<file path="config.mk">
export PLATFORM = sky130hd
export DESIGN_NAME = button_events
export DESIGN_NICKNAME = d
export VERILOG_FILES = /design/src/rtl/button_events_pkg.sv /design/src/rtl/button_events_timer.sv /design/src/rtl/button_events.sv
export SDC_FILE = /design/constraint.sdc
export NUM_CORES = 1
export LEC_CHECK = 0
export BUFFER_PORTS_ARGS = -buffer_cell sky130_fd_sc_hd__buf_2
export CORE_MARGIN = 1.5
export CORE_UTILIZATION = 33
export DETAILED_ROUTE_END_ITERATION = 8
export PLACE_DENSITY_LB_ADDON = 0.15
export SKIP_CTS_REPAIR_TIMING = 1
export SYNTH_ARGS = -nofsm -noshare
export SYNTH_HDL_FRONTEND = slang
export SYNTH_SLANG_ARGS = --single-unit
export TNS_END_PERCENT = 50
</file>
<file path="constraint.sdc">
create_clock -name hwclk -period 2.8 [get_ports hwclk]
set_input_delay 0.14 -clock hwclk [delete_from_list [all_inputs] [get_ports hwclk]]
set_output_delay 0.14 -clock hwclk [all_outputs]
set_load 0.005 [all_outputs]
</file>
<file path="src/rtl/button_events_pkg.sv">
// Shared types and widths for the button event classifier.
package button_events_pkg;

    localparam int BE_TIMER_W = 32;

    typedef enum logic [2:0] {
        IDLE      = 3'd0,
        PRESS1    = 3'd1,
        LONG_HELD = 3'd2,
        WAIT      = 3'd3,
        PRESS2    = 3'd4
    } be_state_t;

endpackage

</file>
<file path="src/rtl/button_events_timer.sv">
// Clearable saturating up-counter used to time press and gap durations.
module button_events_timer
    import button_events_pkg::*;
(
    input  logic                  hwclk,
    input  logic                  rst_n,
    input  logic                  clear,
    input  logic                  en,
    output logic [BE_TIMER_W-1:0] count
);

    logic [BE_TIMER_W-1:0] r_count;

    always_ff @(posedge hwclk or negedge rst_n) begin
        if (!rst_n) begin
            r_count <= '0;
        end else if (clear) begin
            r_count <= '0;
        end else if (en && (r_count != '1)) begin
            r_count <= r_count + 1'b1;
        end
    end

    assign count = r_count;

endmodule

</file>
<file path="src/rtl/button_events.sv">
// Turns the debounced button level into short/long/double press pulses and a held level.
module button_events
    import button_events_pkg::*;
#(
    parameter logic [31:0] LONG_PRESS_CYCLES = 32'd12000000,
    parameter logic [31:0] DOUBLE_GAP_CYCLES = 32'd3600000
) (
    input  logic hwclk,
    input  logic rst_n,
    input  logic but_in,
    output logic short_press,
    output logic long_press,
    output logic double_press,
    output logic held
);

    localparam logic [BE_TIMER_W-1:0] LONG_LAST = LONG_PRESS_CYCLES - 32'd1;
    localparam logic [BE_TIMER_W-1:0] GAP_LAST  = DOUBLE_GAP_CYCLES - 32'd1;

    be_state_t             r_state;
    be_state_t             w_next;
    logic                  r_prev;
    logic                  r_short;
    logic                  r_long;
    logic                  r_double;
    logic                  r_held;
    logic                  w_short;
    logic                  w_long;
    logic                  w_double;
    logic                  w_clear;
    logic                  w_timer_en;
    logic [BE_TIMER_W-1:0] w_count;

    // Any state change restarts timing for the new state.
    assign w_clear    = (w_next != r_state);
    assign w_timer_en = (r_state == PRESS1) || (r_state == WAIT);

    button_events_timer u_timer (
        .hwclk (hwclk),
        .rst_n (rst_n),
        .clear (w_clear),
        .en    (w_timer_en),
        .count (w_count)
    );

    always_ff @(posedge hwclk or negedge rst_n) begin
        if (!rst_n) begin
            r_state  <= IDLE;
            r_prev   <= 1'b1;
            r_short  <= 1'b0;
            r_long   <= 1'b0;
            r_double <= 1'b0;
            r_held   <= 1'b0;
        end else begin
            r_state  <= w_next;
            r_prev   <= but_in;
            r_short  <= w_short;
            r_long   <= w_long;
            r_double <= w_double;
            r_held   <= (w_next == LONG_HELD);
        end
    end

    // Release beats the long threshold; a press beats the gap timeout.
    always_comb begin
        w_next   = r_state;
        w_short  = 1'b0;
        w_long   = 1'b0;
        w_double = 1'b0;
        case (r_state)
            IDLE: begin
                if (!r_prev && but_in) w_next = PRESS1;
            end
            PRESS1: begin
                if (!but_in) begin
                    w_next = WAIT;
                end else if (w_count == LONG_LAST) begin
                    w_next = LONG_HELD;
                    w_long = 1'b1;
                end
            end
            LONG_HELD: begin
                if (!but_in) w_next = IDLE;
            end
            WAIT: begin
                if (but_in) begin
                    w_next   = PRESS2;
                    w_double = 1'b1;
                end else if (w_count == GAP_LAST) begin
                    w_next  = IDLE;
                    w_short = 1'b1;
                end
            end
            PRESS2: begin
                if (!but_in) w_next = IDLE;
            end
            default: w_next = IDLE;
        endcase
    end

    assign short_press  = r_short;
    assign long_press   = r_long;
    assign double_press = r_double;
    assign held         = r_held;

endmodule

</file>
==> results list, run 1 <==
* Result of the run: finished, violations left
- The final reports fail on negative hold slack.
- In this run the worst path has a maximum fanout of 18.
- Measured slew at the worst slew-check pin: 927 ps
* Final Net Count: around 260
* Total standard cell area after synthesis: 0.00243 mm^2
* Instance count after placement with tap cells included: between 300 and 400
* Placer's final routability congestion estimate: ~0.76
* Layout cells sized above 1: 24.2%
* Slack of the worst reg-to-reg path: approximately 400 ps
* Detailed placement HPWL: roughly 3.5 mm
* Library cells used by synthesis: 46
* Most used flip-flop cell after synthesis: sky130_fd_sc_hd__dfrtp_1
- Switch share: 41.4%
* Clk pin slew, worst setup/hold paths: 80 ps
- In this run the standard cell core region covers slightly above 0.007 mm^2.
- After synthesis, the share of flip-flops with an asynchronous set or reset is 100%.
* Share of the synthesized area in the top cell type: between 40% and 50%
* Power per unit of standard cell area: ~650 mW/mm^2
- Summing the areas of all compound-gate instances in the mapped netlist gives 3.91% of the synthesized area.
- Total length of routed wires: about 5.1 mm
- The initial utilization of the core area, before any placement, comes to between 30% and 40%.
* Multiplexer fraction of the synthesized cell area: between 1 and 1.5%
* # clock sinks: 40
- The die is roughly 90 um wide.
- Fill cells: around 740
* H-tree depth: 2
- Combinational logic burns roughly 39% of the power.
* Maximum VDD drop: 0.399 mV
* TritonCTS clock tree: yes
- Routed wire per std cell: about 14 um
- Yosys top cell by area: sky130_fd_sc_hd__dfrtp_1
- Number of antenna violations at the first check in global routing: 0
* Insertion delay to the later sink of the worst-skew pair: 300 ps
- Req. time, crit path: 2980 ps
* Average via count per standard cell: 5.10
- From bottom edge to top edge, the die measures slightly below 90 um.
- Total negative slack for setup checks: 0 ps
* DRC: 0
- Data arrival time at the worst-slack endpoint: 2580 ps
- Counting flops and latches in the post-synthesis netlist gives 40.
- The startpoint identified for the worst register-to-register timing path is u_timer.count[15].
- Max-slew violation count: 0
* Final-layout worst hold slack: -31.6 ps
- Number of instances in the synthesized netlist: 242
- Synthesized Nets: ~250
* Maximum number of pins on one net before global-route repair: 41
* Max cap viols: 0
* Highest clock frequency the design can meet: 0.417 GHz
- Ant. Diodes: 0
- Worst Setup Path Type: register to register
* Die footprint: slightly below 0.008 mm^2
- Vias in the first global route: about 1700
- Global routing finished with a remaining overflow of 0.
- Of the total synthesized cell area, the portion taken by XOR and XNOR cells is about a tenth.
- Worst setup EP type: register
* Global-route wire length before repair: slightly below 9 mm
- Compared with the post-synthesis result, the final layout area differs by 8.85%.
- Reg power frac: 37.8%
- Length of the first detailed-routing pass in iterations: 4
- Counting I/O delays and the setup requirement, the final critical path takes about 2400 ps.
- Average instance area after synthesis: 10.0 um^2
- For the worst flop-to-flop path, the logic depth is 7.
* Setup repair after global routing missed its margin: no
* Internal Pwr Total: 1010 uW
* Clock power share: between 20% and 30%
- Across all layers, the routed design uses ~1800 vias.
* Main area contributors after synthesis: sky130_fd_sc_hd__dfrtp_1 (40%), sky130_fd_sc_hd__nor3_2 (12%), sky130_fd_sc_hd__xnor2_1 (9.0%), sky130_fd_sc_hd__nor3_1 (4.1%), sky130_fd_sc_hd__nand4_1 (3.3%)
- Across the routed clock network, the largest skew measured is roughly 8.5 ps.
* Total clock buffers created by CTS: 5
- Switching power: 714 uW
* Worst Setup Start Kind: register
- The endpoint identified for the worst register-to-register timing path is u_timer.count[30].
* Worst-case clock buffer depth: 2
- By instance count, the leading cell after synthesis is sky130_fd_sc_hd__dfrtp_1.
* Simple-gate share of the synthesized area: roughly two fifths
- Dominant combinational cell family by area after synthesis: simple AND/OR/NAND/NOR gates
- Sequential cells were found to cover approximately 40% of the synthesized design area.
* Cell at the root of the clock tree: sky130_fd_sc_hd__clkbuf_8
- Buffers added on ports: 6
- Setup violations remaining at the end of the flow were counted as 0.
- DRC marker count from the first detailed-route iteration: 142
* Portion of the clock cycle consumed by the worst path in the final layout: a little under nine tenths
* Leakage power of the design: roughly 0.00098 uW
- Excluding fillers, the count of instances in the completed layout stands at 351.
* Remaining max-slew budget at the tightest pin: 38.2%
* Number of enable flip-flop cells after synthesis: 0
* Antenna Nets Post-Route: 0
* Global router's overall resource usage: between 10% and 20%
* Worst min path class: primary input to async pin
- Total of warnings raised by yosys: 0
- Most common library cells after synthesis: sky130_fd_sc_hd__dfrtp_1 (39), sky130_fd_sc_hd__nor3_2 (30), sky130_fd_sc_hd__xnor2_1 (25)
* Std cell rows: 31
* Post-synthesis share of cell area spent on full adders, half adders and majority gates: 0.515%
* IO Pins: 7
- The critical path starts at u_timer.count[15].
- Fin. Hold Viols: 39
[registers in the layout (all words and copies together), names as in the netlist]
signal         flops
double_press       1
held               1
long_press         1
r_prev             1
r_state            3
short_press        1
u_timer.count     32
[cells by family (layout without fill, tap and decap cells)]
logic type,count (synthesis),count (layout)
adder cells (fa/ha/maj),1,1
buffers and inverters,16,26
XOR/XNOR,29,29
multiplexers,2,2
AO/OA/AOI/OAI,12,12
AND/OR/NAND/NOR,142,142
flip-flops,40,40
[power groups by stage]
stage / Sequential (uW) / Clock [uW] / Combinational [uW]
after floorplan: 654 / 0 / 574
after global placement: 667 / 0 / 684
after detailed placement: 664 / 0 / 682
after CTS: 652 / 422 / 680
after global routing: 661 / 444 / 731
final: 653 / 405 / 667
[final cells by class]
cell class                      instances  area, um^2  share of cell area (%)
Clock inverter                          2        10.0                   0.378
Inverter                                7        26.3                   0.993
Tap cell                               99         124                    4.68
Sequential cell                        40        1000                    37.9
Clock buffer                            6        82.6                    3.12
Timing Repair Buffer                   11        80.1                    3.03
Multi-Input combinational cell        186        1320                    49.9
[per-layer routing]
| metal | share of wire (%) | GRT usage [%] | up-vias |
|---|---|---|---|
| met4 | 1.6 | 4.69 | 0 |
| li1 | - | - | 886 |
| met2 | 47 | 23.2 | 16 |
| met1 | 49 | 19.0 | 884 |
| met3 | 2.2 | 3.36 | 5 |
| met5 | 0 | 0 | - |
[worst max path at each step]
stage / slack, ps / to / depth (start not counted)
3_5_place_dp: 380 / u_timer.count[30] / 7
5_1_grt: 220 / u_timer.count[17] / 6
4_1_cts: 370 / u_timer.count[30] / 7
2_1_floorplan: 640 / u_timer.count[21] / 7
6_report: 400 / u_timer.count[30] / 7
3_3_place_gp: 420 / u_timer.count[30] / 7
[critical path, cell delays in order (launching register included)]
cell and delay, ps:
sky130_fd_sc_hd__dfrtp_1 410, sky130_fd_sc_hd__or4b_1 540, sky130_fd_sc_hd__or3_4 370, sky130_fd_sc_hd__nor4_2 300, sky130_fd_sc_hd__o221ai_1 160, sky130_fd_sc_hd__inv_1 100, sky130_fd_sc_hd__buf_4 300, sky130_fd_sc_hd__nor3_1 90
[cell usage in the layout, fill, tap and decap left out, types with 2 or more instances in the layout]
cell                       Yosys  layout
sky130_fd_sc_hd__dfrtp_1      39      39
sky130_fd_sc_hd__nor3_2       30      30
sky130_fd_sc_hd__xnor2_1      25      25
sky130_fd_sc_hd__nand2_1      21      21
sky130_fd_sc_hd__nor3_1       20      20
sky130_fd_sc_hd__nor2_1       15      15
sky130_fd_sc_hd__nand4_1      13      13
sky130_fd_sc_hd__nand3_1      12      12
sky130_fd_sc_hd__inv_1         7       7
sky130_fd_sc_hd__clkbuf_8      0       6
sky130_fd_sc_hd__buf_2         1       6
sky130_fd_sc_hd__nor4_1        5       5
sky130_fd_sc_hd__xor2_1        4       4
sky130_fd_sc_hd__buf_4         0       4
sky130_fd_sc_hd__and3_1        3       3
sky130_fd_sc_hd__nor3b_1       3       3
sky130_fd_sc_hd__a21oi_1       3       3
sky130_fd_sc_hd__nand2b_1      2       2
sky130_fd_sc_hd__and4_1        2       2
sky130_fd_sc_hd__and4b_1       2       2
sky130_fd_sc_hd__and3_2        2       2
sky130_fd_sc_hd__and2_1        2       2
sky130_fd_sc_hd__clkinv_2      0       2
[metrics by stage]
stage | utilization (%) | area [um^2] | setup WS, ps | total power, uW | hold slack [ps]
final | 36.9 | 2650 | 400 | 1730 | -31.6
after global routing | 36.9 | 2650 | 219 | 1830 | 14.8
after CTS | 36.9 | 2650 | 367 | 1750 | 14.6
after detailed placement | 35.6 | 2550 | 380 | 1350 | 341
after global placement | 35.6 | 2550 | 416 | 1350 | 330
after floorplan | - | 2430 | 642 | 1230 | -156
Note: power is estimated with default switching activity, not from simulation.
==> inputs of run 2 (changes only) <==
--- a/config.mk
+++ b/config.mk
@@ -9,6 +9,7 @@
 export CORE_MARGIN = 1.5
 export CORE_UTILIZATION = 33
 export DETAILED_ROUTE_END_ITERATION = 8
+export MAX_ROUTING_LAYER = met4
 export PLACE_DENSITY_LB_ADDON = 0.15
 export SKIP_CTS_REPAIR_TIMING = 1
 export SYNTH_ARGS = -nofsm -noshare
==> run 2 against run 1 <==
Effect of this change:
- the flow still finishes with violations (negative hold slack)
- sequential share of layout area unchanged
- cell area unchanged
- non-clock buffer count unchanged
- setup slack improved by 2.7 ps
- register-to-register slack about the same
- clock skew about the same
- cell count unchanged
- utilization unchanged
- sequential power about the same
- critical endpoint unchanged
- highest routed layer unchanged
==> results list, run 2 (synthesized netlist as in run 1, its figures left out) <==
- Data arrival time at the worst-slack endpoint: 2570 ps (about the same)
- The violation count after the first detailed-route iteration was 142 (unchanged).
- The sequential cell area in the final layout was 0.00100 mm^2 (unchanged).
- The die outline height came to 88.8 um (unchanged).
- The depth of the most critical reg-to-reg path is 7 (unchanged).
* DRC: 0 (unchanged)
* Post-DP Area: 0.00255 mm^2 (unchanged)
* TritonCTS clock tree: yes
- The total inserted antenna cells is 0 (unchanged).
* Routed wire per std cell: 14.5 um (+0.12%)
- The die extent in x was 88.8 um (unchanged).
- The final worst hold slack is -24.2 ps (+7.34 ps).
- The final clock period utilization by the worst path came to 85.6% (-0.096 points).
- The number of flip-flops in the largest register was 32 (unchanged).
* Most common cell after layout, fill and taps aside: sky130_fd_sc_hd__dfrtp_1
* Std cell rows: 31 (unchanged)
- Die footprint: 0.00789 mm^2 (unchanged)
* Worst Setup Start Kind: register
- The total I/O pin count is 7 (unchanged).
- Buffers added on ports: 6 (unchanged)
- Clk pin slew, worst setup/hold paths: 80 ps (about the same)
* Final cell utilization of the core: 36.9% (unchanged)
- The worst setup slack after layout was 403 ps (+2.68 ps).
* Placer's final routability congestion estimate: 0.770 (+1.3%)
* Total global routing overflow: 0 (unchanged)
- Final Net Count: 255 (unchanged)
- The root buffer cell chosen for the clock tree is sky130_fd_sc_hd__clkbuf_8.
- The detailed-route wire length came to 5.10 mm (+0.12%).
- The most critical setup path has its startpoint at u_timer.count[15].
* Global router's overall resource usage: 14.8% (+0.45 points)
* # clock sinks: 40 (unchanged)
- The final total power is 1730 uW (about the same).
- Worst min path class: primary input to async pin
- Fin. Hold Viols: 39 (unchanged)
- The final setup violation count came to 0 (unchanged).
- The wire length of the first global-routing pass was 8.71 mm (unchanged).
* Insertion delay to the later sink of the worst-skew pair: 300 ps (about the same)
* Length of the first detailed-routing pass in iterations: 4 (unchanged)
* Max-slew violation count: 0 (unchanged)
* Total negative slack for setup checks: 0 ps (unchanged)
* Top library cells by usage in the layout, fill and taps aside: sky130_fd_sc_hd__dfrtp_1 (39), sky130_fd_sc_hd__nor3_2 (30), sky130_fd_sc_hd__xnor2_1 (25)
- Initial Util: 33.9% (unchanged)
- The total non-filler cell area in the finished layout is 0.00265 mm^2 (unchanged).
* Layout cells sized above 1: 24.2% (unchanged)
* Fill cells: 737 (unchanged)
* Max cap viols: 0 (unchanged)
* Req. time, crit path: 2980 ps (about the same)
- Worst-case clock buffer depth: 2 (unchanged)
- STA classifies the critical path endpoint as a register.
- Highest clock frequency the design can meet: 0.417 GHz (+0.11%)
- Detailed placement HPWL: 3.48 mm (unchanged)
- In this run the critical register-to-register path is launched from u_timer.count[15].
- Maximum clock skew at final layout: 8.08 ps (-0.368 ps)
- Measured slew at the worst slew-check pin: 930 ps (+3.49 ps)
- The remaining antenna violation count is 0 (unchanged).
- H-tree depth: 2 (unchanged)
- The post-layout minimum cycle time came to 2400 ps (-2.68 ps).
- Setup repair after global routing missed its margin: no
- The placeable core area was 0.00718 mm^2 (unchanged).
- Vias in the first global route: 1722 (unchanged)
* Result of the run: finished, violations left
- Area growth from synthesis to layout: 8.85% (unchanged)
- Maximum number of pins on one net before global-route repair: 41 (unchanged)
* Remaining max-slew budget at the tightest pin: 38.0% (-0.23 points)
- The vias after detailed routing is 1792 (+0.056%).
- Critical path fanouts, max: 18 (unchanged)
- The peak ir drop on the vdd network was 0.399 mV (+0.17%).
* Multi-input combinational cell area: 0.00132 mm^2 (unchanged)
- Failing checks: negative hold slack
- Worst Setup Path Type: register to register
* Total clock buffers created by CTS: 5 (unchanged)
- Power per unit of standard cell area: 653 mW/mm^2 (about the same)
* Post-Place Setup Slack: 380 ps (unchanged)
* Leakage power of the design: 0.000978 uW (unchanged)
- The worst setup slack for register-to-register paths is 400 ps (about the same).
* Average via count per standard cell: 5.11 (about the same)
* Number of antenna violations at the first check in global routing: 0 (unchanged)
[run 2: cell counts in the layout (fill, tap and decap cells not counted)]
Identical to the previous run, type by type.
[run 2: final timing paths]
kind | to
setup / recovery | u_timer.count[30]
hold / removal | u_timer.count[18]
setup reg to reg | u_timer.count[30]
hold reg to reg | r_state[1]
max in group asynchronous | u_timer.count[31]
min in group hwclk | r_prev
[run 2: metal layers]
metal  routed length [um]  track usage (%)
met1                 2470             19.0
met2                 2420             23.2
met3                  132             3.36
met4                   69             4.69
met5                    0                -
[run 2: area by class of cell]
| type | count | share of cell area (%) |
|---|---|---|
| tap | 99 | 4.68 |
| clock buffer | 6 | 3.12 |
| sequential | 40 | 37.9 |
| timing repair buffer | 11 | 3.03 |
| clock inverter | 2 | 0.378 |
| multi-input combinational | 186 | 49.9 |
| inverter | 7 | 0.993 |
[run 2: stage by stage]
stage               cells  hold slack [ps]
floorplan             242             -156
global route          351             14.8
global placement      343              330
finish                351            -24.2
detailed placement    343              341
CTS                   351             14.6
[run 2: where the power goes]
group          internal [uW]  switching [uW]  leakage [uW]
clock                    197             208     0.0000510
sequential               611            42.1      0.000551
combinational            204             465      0.000376
[run 2: critical path, stage by stage, from the launching register on]
cell and delay [ps]:
sky130_fd_sc_hd__dfrtp_1 410, sky130_fd_sc_hd__or4b_1 540, sky130_fd_sc_hd__or3_4 370, sky130_fd_sc_hd__nor4_2 290, sky130_fd_sc_hd__o221ai_1 160, sky130_fd_sc_hd__inv_1 100
sky130_fd_sc_hd__buf_4 300, sky130_fd_sc_hd__nor3_1 90
==> inputs of run 3 (changes only) <==
--- a/config.mk
+++ b/config.mk
@@ -6,6 +6,8 @@
 export NUM_CORES = 1
 export LEC_CHECK = 0
 export BUFFER_PORTS_ARGS = -buffer_cell sky130_fd_sc_hd__buf_2
+export CELL_PAD_IN_SITES_DETAIL_PLACEMENT = 1
+export CELL_PAD_IN_SITES_GLOBAL_PLACEMENT = 1
 export CORE_MARGIN = 1.5
 export CORE_UTILIZATION = 33
 export DETAILED_ROUTE_END_ITERATION = 8
==> run 3 against run 2 <==
Effect of this change:
- the flow still finishes with violations (negative hold slack)
- via count rose by 1.7%
- global-route usage rose by 1.9 points
- clock power increased by 5%
- cell count increased by 0.28%
- flip-flop and latch count stayed put
- combinational power rose by 1%
- worst hold slack improved by 4.9 ps
- critical path type unchanged
- highest routed layer unchanged
==> results list, run 3 (synthesized netlist as in run 1, its figures left out) <==
- The number of flip-flops in the largest register came to 32 (unchanged).
- Global router's overall resource usage: 16.7% (+1.9 points)
- Remaining max-slew budget at the tightest pin: 39.5% (+1.5 points)
* Portion of the clock cycle consumed by the worst path in the final layout: 87.3% (+1.6 points)
* Final-layout worst hold slack: -19.4 ps (+4.87 ps)
- Leakage power of the design: 0.000982 uW (+0.35%)
* Ant. Diodes: 0 (unchanged)
- Final Net Count: 256 (+0.39%)
- Cell area after layout: 0.00266 mm^2 (+0.57%)
* Floorplan core area: 0.00718 mm^2 (unchanged)
- Busiest metal layer after global routing: met2
- Layout cells sized above 1: 24.1% (-0.096 points)
* Buffers added on ports: 6 (unchanged)
- The final total power was 1760 uW (+1.7%).
- Highest-delay cell along the critical path: sky130_fd_sc_hd__dfrtp_1
- Highest clock frequency the design can meet: 0.409 GHz (-1.9%)
- Cell at the root of the clock tree: sky130_fd_sc_hd__clkbuf_8
* Switch share: 41.2% (-0.17 points)
- The proportion of power drawn by combinational gates came to 38.6% (about the same).
- The initial core utilization was 33.9% (unchanged).
* TritonCTS clock tree: yes
- The reported net switching power came to 724 uW (+1.3%).
* Maximum clock skew at final layout: 12.8 ps (+4.71 ps)
- Routed wire per std cell: 15.8 um (+8.8%)
- DRC: 0 (unchanged)
* Critical path fanouts, max: 18 (unchanged)
* Via count of the routed design: 1822 (+1.7%)
* Cell Chain, Critical Path: or4b_1 -> or3_4 -> nor4_4 -> o22ai_4 -> mux2i_4 -> buf_4 -> nor3_1
- Power per unit of standard cell area: 660 mW/mm^2 (+1.1%)
- The routing usage on met2 came to 25.0% (+1.8 points).
- The number of levels in the clock H-tree is 2 (unchanged).
- The post-DP HPWL came to 3.91 mm (+12%).
* Fin. Hold Viols: 33 (-15%)
- In this run the worst hold path is classified as primary input to async pin.
- The maximum root-to-sink buffer count is 2 (unchanged).
- The die outline height is 88.8 um (unchanged).
- Reg power frac: 37.3% (-0.5 points)
- The die extent in x came to 88.8 um (unchanged).
- The number of sinks driven by the clock tree is 40 (unchanged).
- The checks that failed: negative hold slack.
- The depth of the most critical reg-to-reg path is 7 (unchanged).
* Max cap viols: 0 (unchanged)
- Total length of routed wires: 5.56 mm (+9.1%)
- The met3 routing resource usage after global routing is 2.80% (-0.56 points).
* Post-DP Area: 0.00256 mm^2 (+0.29%)
- The stage delay of the slowest cell on the critical path was 490 ps (-50 ps).
- Insertion delay to the later sink of the worst-skew pair: 290 ps (about the same)
- IO Pins: 7 (unchanged)
- Global-route wire length before repair: 9.80 mm (+13%)
* DRC marker count from the first detailed-route iteration: 52 (-63%)
- The required time of the critical path came to 3000 ps (+20 ps).
- The via count of the first global-routing pass came to 1921 (+12%).
- The worst setup slack after layout is 357 ps (-46.1 ps).
- By startpoint and endpoint, the worst setup path is classified as register to register.
- Std cell rows: 31 (unchanged)
* Max-slew violation count: 0 (unchanged)
* Worst Setup Start Kind: register
* Worst setup EP type: register
- Antenna Nets Post-Route: 0 (unchanged)
- The initial antenna violation count is 0 (unchanged).
- Compared with the post-synthesis result, the final layout area differs by 9.47%.
* Global-route track usage on met1: 23.0% (+4.0 points)
- The final setup violation count came to 0 (unchanged).
- Post-Place Setup Slack: 371 ps (-8.99 ps)
- Length of the first detailed-routing pass in iterations: 4 (unchanged)
* Data arrival time at the worst-slack endpoint: 2650 ps (+80 ps)
- The peak ir drop on the vdd network was 0.256 mV (-36%).
- Setup repair after global routing missed its margin: no
- The floorplan die area was 0.00789 mm^2 (unchanged).
- Maximum number of pins on one net before global-route repair: 41 (unchanged)
- The number of CTS-inserted buffers is 5 (unchanged).
- The accumulated negative setup slack is 0 ps (unchanged).
- Measured slew at the worst slew-check pin: 907 ps (-23.2 ps)
- In the layout the commonest cells are sky130_fd_sc_hd__dfrtp_1 (39), sky130_fd_sc_hd__nor3_2 (30), sky130_fd_sc_hd__xnor2_1 (25).
* Most common cell after layout, fill and taps aside: sky130_fd_sc_hd__dfrtp_1
- Fill cells: 812 (+10%)
- Clock power share: 24.1% (+0.6 points)
- Result of the run: finished, violations left
- Clk pin slew, worst setup/hold paths: 80 ps (about the same)
- Average via count per standard cell: 5.18 (+1.4%)
- The final weighted congestion in routability-driven placement came to 0.737 (-4.3%).
- Minimum period implied by the final worst setup slack: 2440 ps (+46.1 ps)
- The internal power contribution came to 1030 uW (+2.0%).
- The total global routing overflow was 0 (unchanged).
## run 3: critical path, delay by kind of cell, from the launching register on
family | cells | cell delay, ps
AOI/OAI and AO/OA | 1 | 130
buffers and inverters | 1 | 240
DFF | 1 | 490
muxes | 1 | 200
and+or+nand+nor | 4 | 1290
## run 3: per-stage QoR
| step | cells | util, % |
|---|---|---|
| 3_5_place_dp | 344 | 35.7 |
| 6_report | 352 | 37.1 |
| 2_1_floorplan | 242 | - |
| 5_1_grt | 352 | 37.1 |
| 3_3_place_gp | 344 | 35.7 |
| 4_1_cts | 352 | 37.1 |
## run 3: per-layer routing
layer | share of wire (%) | vias up
li1 | - | 886
met1 | 50 | 905
met2 | 46 | 21
met3 | 2.2 | 10
met4 | 1.9 | 0
met5 | 0 | -
## run 3: final cells by class
cell class	instances	area (um^2)	share of cell area, %
Inverter	7	26.3	0.987
Multi-Input combinational cell	186	1320	49.6
Timing Repair Buffer	12	87.6	3.29
Sequential cell	40	1000	37.7
Tap cell	99	124	4.65
Clock buffer	8	100	3.76
## run 3: final timing paths
check | startpoint | to | slack (ps)
worst max-delay path | u_timer.count[23] | u_timer.count[30] | 360
worst min-delay path | rst_n | u_timer.count[15] | -20
worst max register to register | u_timer.count[23] | u_timer.count[30] | 360
worst min register to register | u_timer.count[5] | u_timer.count[5] | 590
max in group asynchronous | rst_n | u_timer.count[1] | 2250
min in group hwclk | but_in | r_prev | 40
## run 3: power by group through the flow
stage | logic (uW) | registers, uW | clock network [uW]
detailed placement | 693 | 665 | 0
floorplan | 574 | 654 | 0
CTS | 694 | 654 | 440
global route | 738 | 662 | 463
finish | 677 | 655 | 424
global placement | 693 | 664 | 0
